<file path="src/rtl/mips_pkg.sv">
// Shared definitions for the MIPS core: opcodes, control bundle layout
// and operand-usage helpers used by the hazard logic.
package mips_pkg;

    localparam logic [5:0] OP_R_TYPE = 6'h00;
    localparam logic [5:0] OP_J      = 6'h02;
    localparam logic [5:0] OP_JAL    = 6'h03;
    localparam logic [5:0] OP_BEQ    = 6'h04;
    localparam logic [5:0] OP_BNE    = 6'h05;
    localparam logic [5:0] OP_ADDI   = 6'h08;
    localparam logic [5:0] OP_ANDI   = 6'h0C;
    localparam logic [5:0] OP_ORI    = 6'h0D;
    localparam logic [5:0] OP_LUI    = 6'h0F;
    localparam logic [5:0] OP_LW     = 6'h23;
    localparam logic [5:0] OP_SW     = 6'h2B;

    localparam int CTRL_W         = 12;
    localparam int CTRL_JUMP      = 11;
    localparam int CTRL_REGDST    = 10;
    localparam int CTRL_ALUSRC    = 9;
    localparam int CTRL_MEMTOREG  = 8;
    localparam int CTRL_REGWRITE  = 7;
    localparam int CTRL_MEMREAD   = 6;
    localparam int CTRL_MEMWRITE  = 5;
    localparam int CTRL_BRANCHNE  = 4;
    localparam int CTRL_BRANCHEQ  = 3;
    localparam int CTRL_ALUOP_MSB = 2;
    localparam int CTRL_ALUOP_LSB = 0;

    localparam logic [CTRL_W-1:0] CTRL_NOP = 12'b0;

    // Jumps and LUI never read rs; everything else does.
    function automatic logic uses_rs(input logic [5:0] op);
        logic r;
        r = 1'b1;
        case (op)
            OP_J, OP_JAL, OP_LUI: r = 1'b0;
            default:              r = 1'b1;
        endcase
        return r;
    endfunction

    // Only R-type, branches and stores read rt as a source.
    function automatic logic uses_rt(input logic [5:0] op);
        logic r;
        r = 1'b0;
        case (op)
            OP_R_TYPE, OP_BEQ, OP_BNE, OP_SW: r = 1'b1;
            default:                          r = 1'b0;
        endcase
        return r;
    endfunction

endpackage

</file>
<file path="src/rtl/load_use_detector.sv">
// Combinational load-use hazard check between the load in EX
// and the source operands of the instruction in ID.
module load_use_detector
    import mips_pkg::*;
#(
    parameter int REG_ADDR_WIDTH = 5
) (
    input  logic [5:0]                op,
    input  logic [REG_ADDR_WIDTH-1:0] id_rs,
    input  logic [REG_ADDR_WIDTH-1:0] id_rt,
    input  logic                      ex_memread,
    input  logic [REG_ADDR_WIDTH-1:0] ex_rt,
    output logic                      hazard
);

    logic rs_match;
    logic rt_match;
    logic ex_rt_live;

    // $zero is never written, so a load targeting it cannot cause a hazard.
    assign ex_rt_live = (ex_rt != '0);
    assign rs_match   = uses_rs(op) && (ex_rt == id_rs);
    assign rt_match   = uses_rt(op) && (ex_rt == id_rt);

    assign hazard = ex_memread & ex_rt_live & (rs_match | rt_match);

endmodule

</file>
<file path="src/rtl/id_ex_stage.sv">
// ID/EX pipeline register with load-use bubble insertion,
// redirect squash, global hold and a saturating bubble counter.
module id_ex_stage
    import mips_pkg::*;
#(
    parameter int DATA_WIDTH     = 32,
    parameter int REG_ADDR_WIDTH = 5,
    parameter int CNT_WIDTH      = 16
) (
    input  logic                      clk,
    input  logic                      reset,
    input  logic                      hold_i,
    input  logic                      flush_i,
    input  logic [5:0]                id_op_i,
    input  logic [CTRL_W-1:0]         id_ctrl_i,
    input  logic [DATA_WIDTH-1:0]     id_pc4_i,
    input  logic [DATA_WIDTH-1:0]     id_rd1_i,
    input  logic [DATA_WIDTH-1:0]     id_rd2_i,
    input  logic [DATA_WIDTH-1:0]     id_imm_i,
    input  logic [REG_ADDR_WIDTH-1:0] id_rs_i,
    input  logic [REG_ADDR_WIDTH-1:0] id_rt_i,
    input  logic [REG_ADDR_WIDTH-1:0] id_rd_i,
    output logic [CTRL_W-1:0]         ex_ctrl_o,
    output logic [DATA_WIDTH-1:0]     ex_pc4_o,
    output logic [DATA_WIDTH-1:0]     ex_rd1_o,
    output logic [DATA_WIDTH-1:0]     ex_rd2_o,
    output logic [DATA_WIDTH-1:0]     ex_imm_o,
    output logic [REG_ADDR_WIDTH-1:0] ex_rs_o,
    output logic [REG_ADDR_WIDTH-1:0] ex_rt_o,
    output logic [REG_ADDR_WIDTH-1:0] ex_rd_o,
    output logic                      stall_o,
    output logic [CNT_WIDTH-1:0]      bubble_cnt_o
);

    logic hazard;
    logic load_data;
    logic kill_ctrl;
    logic bubble;
    logic cnt_full;

    load_use_detector #(
        .REG_ADDR_WIDTH(REG_ADDR_WIDTH)
    ) u_load_use_detector (
        .op        (id_op_i),
        .id_rs     (id_rs_i),
        .id_rt     (id_rt_i),
        .ex_memread(ex_ctrl_o[CTRL_MEMREAD]),
        .ex_rt     (ex_rt_o),
        .hazard    (hazard)
    );

    assign stall_o = hazard & ~flush_i;

    // Redirect outranks hold so a taken branch is never lost to a memory wait.
    assign load_data = flush_i | ~hold_i;
    assign bubble    = ~flush_i & ~hold_i & hazard;
    assign kill_ctrl = flush_i | bubble;
    assign cnt_full  = &bubble_cnt_o;

    always_ff @(posedge clk or negedge reset) begin
        if (!reset) begin
            ex_ctrl_o <= CTRL_NOP;
        end else if (kill_ctrl) begin
            ex_ctrl_o <= CTRL_NOP;
        end else if (!hold_i) begin
            ex_ctrl_o <= id_ctrl_i;
        end
    end

    always_ff @(posedge clk or negedge reset) begin
        if (!reset) begin
            ex_pc4_o <= '0;
            ex_rd1_o <= '0;
            ex_rd2_o <= '0;
            ex_imm_o <= '0;
            ex_rs_o  <= '0;
            ex_rt_o  <= '0;
            ex_rd_o  <= '0;
        end else if (load_data) begin
            ex_pc4_o <= id_pc4_i;
            ex_rd1_o <= id_rd1_i;
            ex_rd2_o <= id_rd2_i;
            ex_imm_o <= id_imm_i;
            ex_rs_o  <= id_rs_i;
            ex_rt_o  <= id_rt_i;
            ex_rd_o  <= id_rd_i;
        end
    end

    always_ff @(posedge clk or negedge reset) begin
        if (!reset) begin
            bubble_cnt_o <= '0;
        end else if (bubble && !cnt_full) begin
            bubble_cnt_o <= bubble_cnt_o + CNT_WIDTH'(1);
        end
    end

endmodule

</file>
<file path="config.mk">
export PLATFORM = sky130hd
export DESIGN_NAME = id_ex_stage
export DESIGN_NICKNAME = d
export VERILOG_FILES = /design/src/rtl/mips_pkg.sv /design/src/rtl/load_use_detector.sv /design/src/rtl/id_ex_stage.sv
export SDC_FILE = /design/constraint.sdc
export NUM_CORES = 1
export LEC_CHECK = 0
export BUFFER_PORTS_ARGS = -buffer_cell sky130_fd_sc_hd__buf_2
export CORE_ASPECT_RATIO = 2
export CORE_UTILIZATION = 39
export CTS_CLUSTER_DIAMETER = 100
export DETAILED_ROUTE_END_ITERATION = 12
export HOLD_SLACK_MARGIN = 0.15
export PLACE_DENSITY_LB_ADDON = 0.3
export SLEW_MARGIN = 20
export SYNTH_ARGS = -nofsm -noshare
export SYNTH_HDL_FRONTEND = slang
export SYNTH_HIERARCHICAL = 1
export SYNTH_SLANG_ARGS = --single-unit
</file>
<file path="constraint.sdc">
create_clock -name clk -period 3.5 [get_ports clk]
set_input_delay 0.7 -clock clk [delete_from_list [all_inputs] [get_ports clk]]
set_output_delay 0.7 -clock clk [all_outputs]
set_load 0.005 [all_outputs]
</file>
== Word-level counts from Yosys, hierarchy flattened ==
Cells that the tools add are included.

* Add/sub/neg operators: 1
* Multipliers: 0
* Div/mod/pow operators: 0
* Magnitude comparators: 0
* Eq/ne operators: 9
* Shifts and indexed selects: 0
* Muxes and demuxes: 4
* Bitwise operators: 10
* Reductions and logical operators: 9

{| class="wikitable"
|+ Operators with widths
! kind !! count
|-
| 2-to-1 mux 12 bit || 2
|-
| adder 16 x 1 -> 16 bit, second input constant || 1
|-
| AND reduction 16 bit || 1
|-
| == test 6 x 2 -> 1 bit, second input constant || 2
|-
| == test 6 x 3 -> 1 bit, second input constant || 2
|-
| == test 5 bit || 2
|-
| == test 6 x 4 -> 1 bit, second input constant || 1
|-
| == test 6 bit, second input constant || 1
|-
| zero test 6 bit || 1
|-
| bitwise AND 1 bit || 5
|-
| nonzero test 5 bit || 1
|-
| OR reduction 4 bit || 1
|-
| logical AND 1 bit || 3
|-
| OR 1 bit || 3
|-
| OR reduction 3 bit || 1
|-
| 2-to-1 mux 1 bit || 2
|-
| != test 2 x 1 -> 1 bit, second input constant || 1
|-
| inverter 1 bit || 2
|-
| zero test 1 bit || 1
|}

* Register bits after elaboration: 171
* Latch bits: 0
* Bits in writable memories: 0
* Memory bits (read-only): 0
* Input bits: 165
* Output and inout port bits: 172
* Memories: 0

== Depth between registers and ports, before layout ==
* Depth after elaboration: 9
* Mapped depth: 8

== By module ==
Netlist, hierarchy kept.

{| class="wikitable"
|+ By module, submodules not included
! module !! times used !! cells an instance !! area each (µm²) !! sequential area each (µm²)
|-
| id_ex_stage || 1 || 709 || 6,611.3 || 4,279.1
|-
| load_use_detector || 1 || 26 || 197.7 || 0.0
|}

== Worst setup path after synthesis ==
OpenSTA, ideal clock, no wires.

* Kind: input-to-reg
* From: in id_op_i[3]
* To: reg bubble_cnt_o[10]
* Library setup time: 0.127 ns
* Arrival time: 2.532 ns
* Required time: 3.373 ns
* Setup slack: 0.840 ns
* Stages on the path: 8
* Path buffers: 0
* Path through: mux2_4 nor4_2 nand3_1 a21oi_1 nor3b_4 nor3b_2 nand4_1 mux2_1

* Word-level cells in the longest chain between the ends: 8

{| class="wikitable"
|+ Ends and longest elaborated chain
! item !! line !! RTL
|-
| start, declared || id_ex_stage.sv:14 || <nowiki>input logic [5:0] id_op_i,</nowiki>
|-
| == test 6 x 3 -> 1 bit, or another cell as far along || mips_pkg.sv:47 || <nowiki>case (op)</nowiki>
|-
| OR reduction 4 bit or OR reduction 3 bit (tied branches) || mips_pkg.sv:47, mips_pkg.sv:36 ||
|-
| 2-to-1 mux 1 bit (on tied branches) || mips_pkg.sv:47, mips_pkg.sv:36 ||
|-
| logical AND 1 bit (on tied branches) || load_use_detector.sv:23, load_use_detector.sv:22 ||
|-
| OR 1 bit * || load_use_detector.sv:25 || <nowiki>assign hazard = ex_memread & ex_rt_live & (rs_match | rt_match);</nowiki>
|-
| bitwise AND 1 bit * || load_use_detector.sv:25 ||
|-
| named net hazard || id_ex_stage.sv:35 || <nowiki>logic hazard;</nowiki>
|-
| bitwise AND 1 bit * || id_ex_stage.sv:56 || <nowiki>assign bubble = ~flush_i & ~hold_i & hazard;</nowiki>
|-
| logical AND 1 bit * || id_ex_stage.sv:93 || <nowiki>end else if (bubble && !cnt_full) begin</nowiki>
|-
| end signal, assigned || id_ex_stage.sv:94 || <nowiki>bubble_cnt_o <= bubble_cnt_o + CNT_WIDTH'(1);</nowiki>
|-
| end, declared || id_ex_stage.sv:32 || <nowiki>output logic [CNT_WIDTH-1:0] bubble_cnt_o</nowiki>
|}

The timed path passes the listed nets; every way through them passes the cells marked *.
A chain may end at the register's enable or synchronous reset.

== Final worst setup path ==
* From: in id_op_i[3]
* To: out stall_o

* Word-level cells in the longest chain between the ends: 7

{| class="wikitable"
|+ Ends and longest elaborated chain
! item !! line !! RTL
|-
| == test 6 x 3 -> 1 bit, or another cell as far along || mips_pkg.sv:47 ||
|-
| OR reduction 4 bit or OR reduction 3 bit (tied branches) || mips_pkg.sv:47, mips_pkg.sv:36 ||
|-
| 2-to-1 mux 1 bit (on tied branches) || mips_pkg.sv:47, mips_pkg.sv:36 ||
|-
| logical AND 1 bit (on tied branches) || load_use_detector.sv:23, load_use_detector.sv:22 ||
|-
| OR 1 bit * || load_use_detector.sv:25 ||
|-
| bitwise AND 1 bit * || load_use_detector.sv:25 ||
|-
| named net hazard || id_ex_stage.sv:35 ||
|-
| bitwise AND 1 bit * || id_ex_stage.sv:52 || <nowiki>assign stall_o = hazard & ~flush_i;</nowiki>
|-
| end, declared || id_ex_stage.sv:31 || <nowiki>output logic stall_o,</nowiki>
|}

Marked as above.

==> out/qor.json <==
{
  "run_status": {
    "status": "completed"
  },
  "critical_path": {
    "crit_type": "primary input to output port",
    "arrival_time_worst_endpoint_ns": 2.10,
    "endpoint_kind": "output port",
    "rr_worst_depth": 9,
    "critPathSlowestCell": "a21oi_1",
    "max_stage_delay_ns": 0.35,
    "worstPathCellList": "buf_2 -> mux2_4 -> nor4_2 -> nand3_1 -> a21oi_1 -> and2b_1 -> buf_2",
    "timing.critical_path.mode_cell": "buf_2",
    "critPathRequiredTime_ns": 2.80,
    "timing.critical_path.from_type": "primary input",
    "peak_fanout_along_the_critical_path": 5
  },
  "drt": {
    "route.antenna.remaining_nets": 0,
    "remaining_drc_errors": 0,
    "routed_wl_um": 19290,
    "first_pass_drt_iterations": 4,
    "via_count": 5957,
    "vias_per_cell": 4.614,
    "routed_wire_length_per_instance_um": 14.94,
    "drtIter0Drc": 188
  },
  "die": {
    "placementRows": 68,
    "core-area_sq_um": 17190,
    "die_height_um": 188.9,
    "floorplan.initialDensity_pct": 39.62,
    "floorplan.die_area_sq_um": 18020,
    "top_level_ports": 337,
    "die-width_um": 95.43
  },
  "clocking": {
    "numCtsBuffers": 17,
    "cts.reportedPaths.clkPinSlew_ns": 0.06,
    "clock-sinks": 171,
    "cts_setup_buffers": 0,
    "cts_resized": 0,
    "clockRootBuffer": "clkbuf_16",
    "clock_insertion_delay_worst_skew_ns": 0.42,
    "tritoncts_clock_tree": "yes",
    "post_cts_hold_buffer_count": 0,
    "ctsHtreeMaxLevel": 4,
    "clk_path_buf_depth": 2
  },
  "timing": {
    "period_share_pct": 79.98,
    "timing.setup.tns_ns": 0,
    "finalClockSkew_ns": 0.008976,
    "tightestPinTransition_ns": 0.8427,
    "max-slew-margin-rel_pct": 43.51,
    "report.final.setup_viol": 0,
    "drv_slew": 0,
    "layout_min_cycle_time_ns": 2.799,
    "hold_violations": 0,
    "fmax_mhz": 357.2,
    "setup_repair_after_global_routing_missed_its_margin": "no"
  },
  "power_and_ir_drop": {
    "p_comb_share_pct": 12.0,
    "p_clk_share_pct": 40.3,
    "peakVddDrop_mv": 0.3023,
    "cellInternalPower_uw": 3463,
    "netSwitchingFraction_pct": 25.01,
    "seq_power_share_pct": 47.8,
    "power_density_nw_per_um2": 495.2,
    "total_leakage_power_uw": 0.005398,
    "net-switching-power_uw": 1155
  },
  "synthesis": {
    "synth-edff-count": 0,
    "synthCells": 735,
    "netlist_area_sq_um": 6809,
    "netlist_cell_types": 39,
    "number_of_nets_produced_by_synthesis": 901,
    "synthesis.area_per_instance_sq_um": 9.264,
    "async_flop_share_pct": 100.0,
    "synth_seq_cells": 171,
    "yosys_warnings": 6,
    "synth-seq-area-share_pct": 62.84,
    "ys_dominant_reg_cell": "dfrtp_1"
  },
  "final_layout": {
    "postLayoutCoreUtil_pct": 54.26,
    "layout_nets": 1230,
    "synthToLayoutAreaGrowth_pct": 36.95,
    "post_route_cells_drive_above_1_share_pct": 36.21
  },
  "min_path": {
    "holdCritPathClass": "primary input to async pin"
  },
  "global_routing": {
    "grt_max_degree": 99,
    "grt_overflow": 0,
    "grt_use_total_pct": 21.86,
    "grt_antenna_before_repair": 6,
    "grt_pass1_wl_um": 29570,
    "grt_pass1_vias": 5855
  },
  "run": {
    "cap_viol_max_count": 0
  },
  "placed_design": {
    "routabilityCongestion": 0.8537,
    "dpl.hpwl_um": 14070,
    "io_buffer_count": 336
  }
}
area by class of cell:
class / count / area [sq um]
fill: 1663 / 7861
sequential: 171 / 4279
multi-input combinational: 528 / 2400
timing repair buffer: 344 / 1785
clock buffer: 21 / 460.4
tap: 210 / 262.8
clock inverter: 11 / 120.1
antenna: 4 / 10.01
inverter: 2 / 7.507
state kept, by name, summed over array words and instances (netlist names):
| register | count |
|---|---|
| ex_rt_o | 5 |
| ex_pc4_o | 32 |
| ex_ctrl_o | 12 |
| ex_imm_o | 32 |
| ex_rd2_o | 32 |
| bubble_cnt_o | 16 |
| ex_rd1_o | 32 |
| ex_rs_o | 5 |
| ex_rd_o | 5 |
critical path, delay by kind of cell:
family	cells	cell delay, ns
buf+inv	2	0.25
mux	1	0.31
compound gates	1	0.35
simple gates	3	0.48
cell usage after synthesis (3+ instances only):
cell type,n,area [sq um]
clkbuf_1,23,86.33
nor2_1,3,11.26
o21ai_0,3,15.01
xnor2_1,5,43.79
buf_2,8,40.04
nand3_1,5,25.02
a21oi_1,5,25.02
nand2_1,435,1633
nand4_1,8,50.05
xor2_1,18,157.7
nor3_1,5,25.02
a22o_1,12,105.1
buf_1,3,11.26
dfrtp_1,171,4279
power by group through the flow:
stage                     Sequential [uW]  Combinational, uW  Clock, uW
after floorplan                      2250                193          0
after global placement               2230                555          0
after detailed placement             2240                566          0
after CTS                            2210                566       1910
after global routing                 2220                622       1980
final                                2210                553       1860
cells in the final DEF, fill, tap and decap left out, types with 8 or more instances in the layout:
| master | count |
|---|---|
| nand2_1 | 435 |
| a22o_1 | 12 |
| nand4_1 | 8 |
| dfrtp_1 | 171 |
| clkbuf_16 | 17 |
| buf_2 | 335 |
| xor2_1 | 18 |
metal layers:
metal	routed length, um	track usage (%)
met2	10180	37.53
met3	1244	6.627
met5	24	0
met4	633	10.56
met1	7210	23.96
logic make-up after synthesis:
logic type               count (synthesis)  share of synthesized area, %
buffers and inverters                   36                         2.132
multiplexers                             4                        0.7165
flip-flops                             171                         62.84
adder cells (fa/ha/maj)                  1                        0.1837
AND/OR/NAND/NOR                        473                         28.02
AO/OA/AOI/OAI                           27                         3.142
XOR/XNOR                                23                         2.958
final timing paths:
| kind | startpoint | endpoint | slack, ns |
|---|---|---|---|
| min in group clk | ex_rd2_o[18] | ex_rd2_o[18] | 0.46 |
| worst max-delay path | id_op_i[3] | stall_o | 0.70 |
| worst min-delay path | reset | ex_rd2_o[13] | 0.26 |
| max in group asynchronous | reset | ex_rd1_o[9] | 2.29 |
| worst min register to register | ex_rd2_o[18] | ex_rd2_o[18] | 0.46 |
| worst max register to register | ex_rt_o[3] | bubble_cnt_o[13] | 0.93 |
through the flow:
step | setup WS [ns] | cell area [sq um] | total power, uW | instances | hold WS (ns)
after floorplan | 0.8404 | 6809 | 2445 | 735 | 0.4044
after global placement | 0.5509 | 8735 | 2789 | 1255 | 0.4434
after detailed placement | 0.4641 | 8735 | 2805 | 1255 | 0.4498
after CTS | 0.6693 | 9315 | 4679 | 1287 | 0.2789
after global routing | 0.6077 | 9320 | 4829 | 1289 | 0.3097
final | 0.7007 | 9325 | 4618 | 1291 | 0.2588
Power figures use the tool's default switching activity.
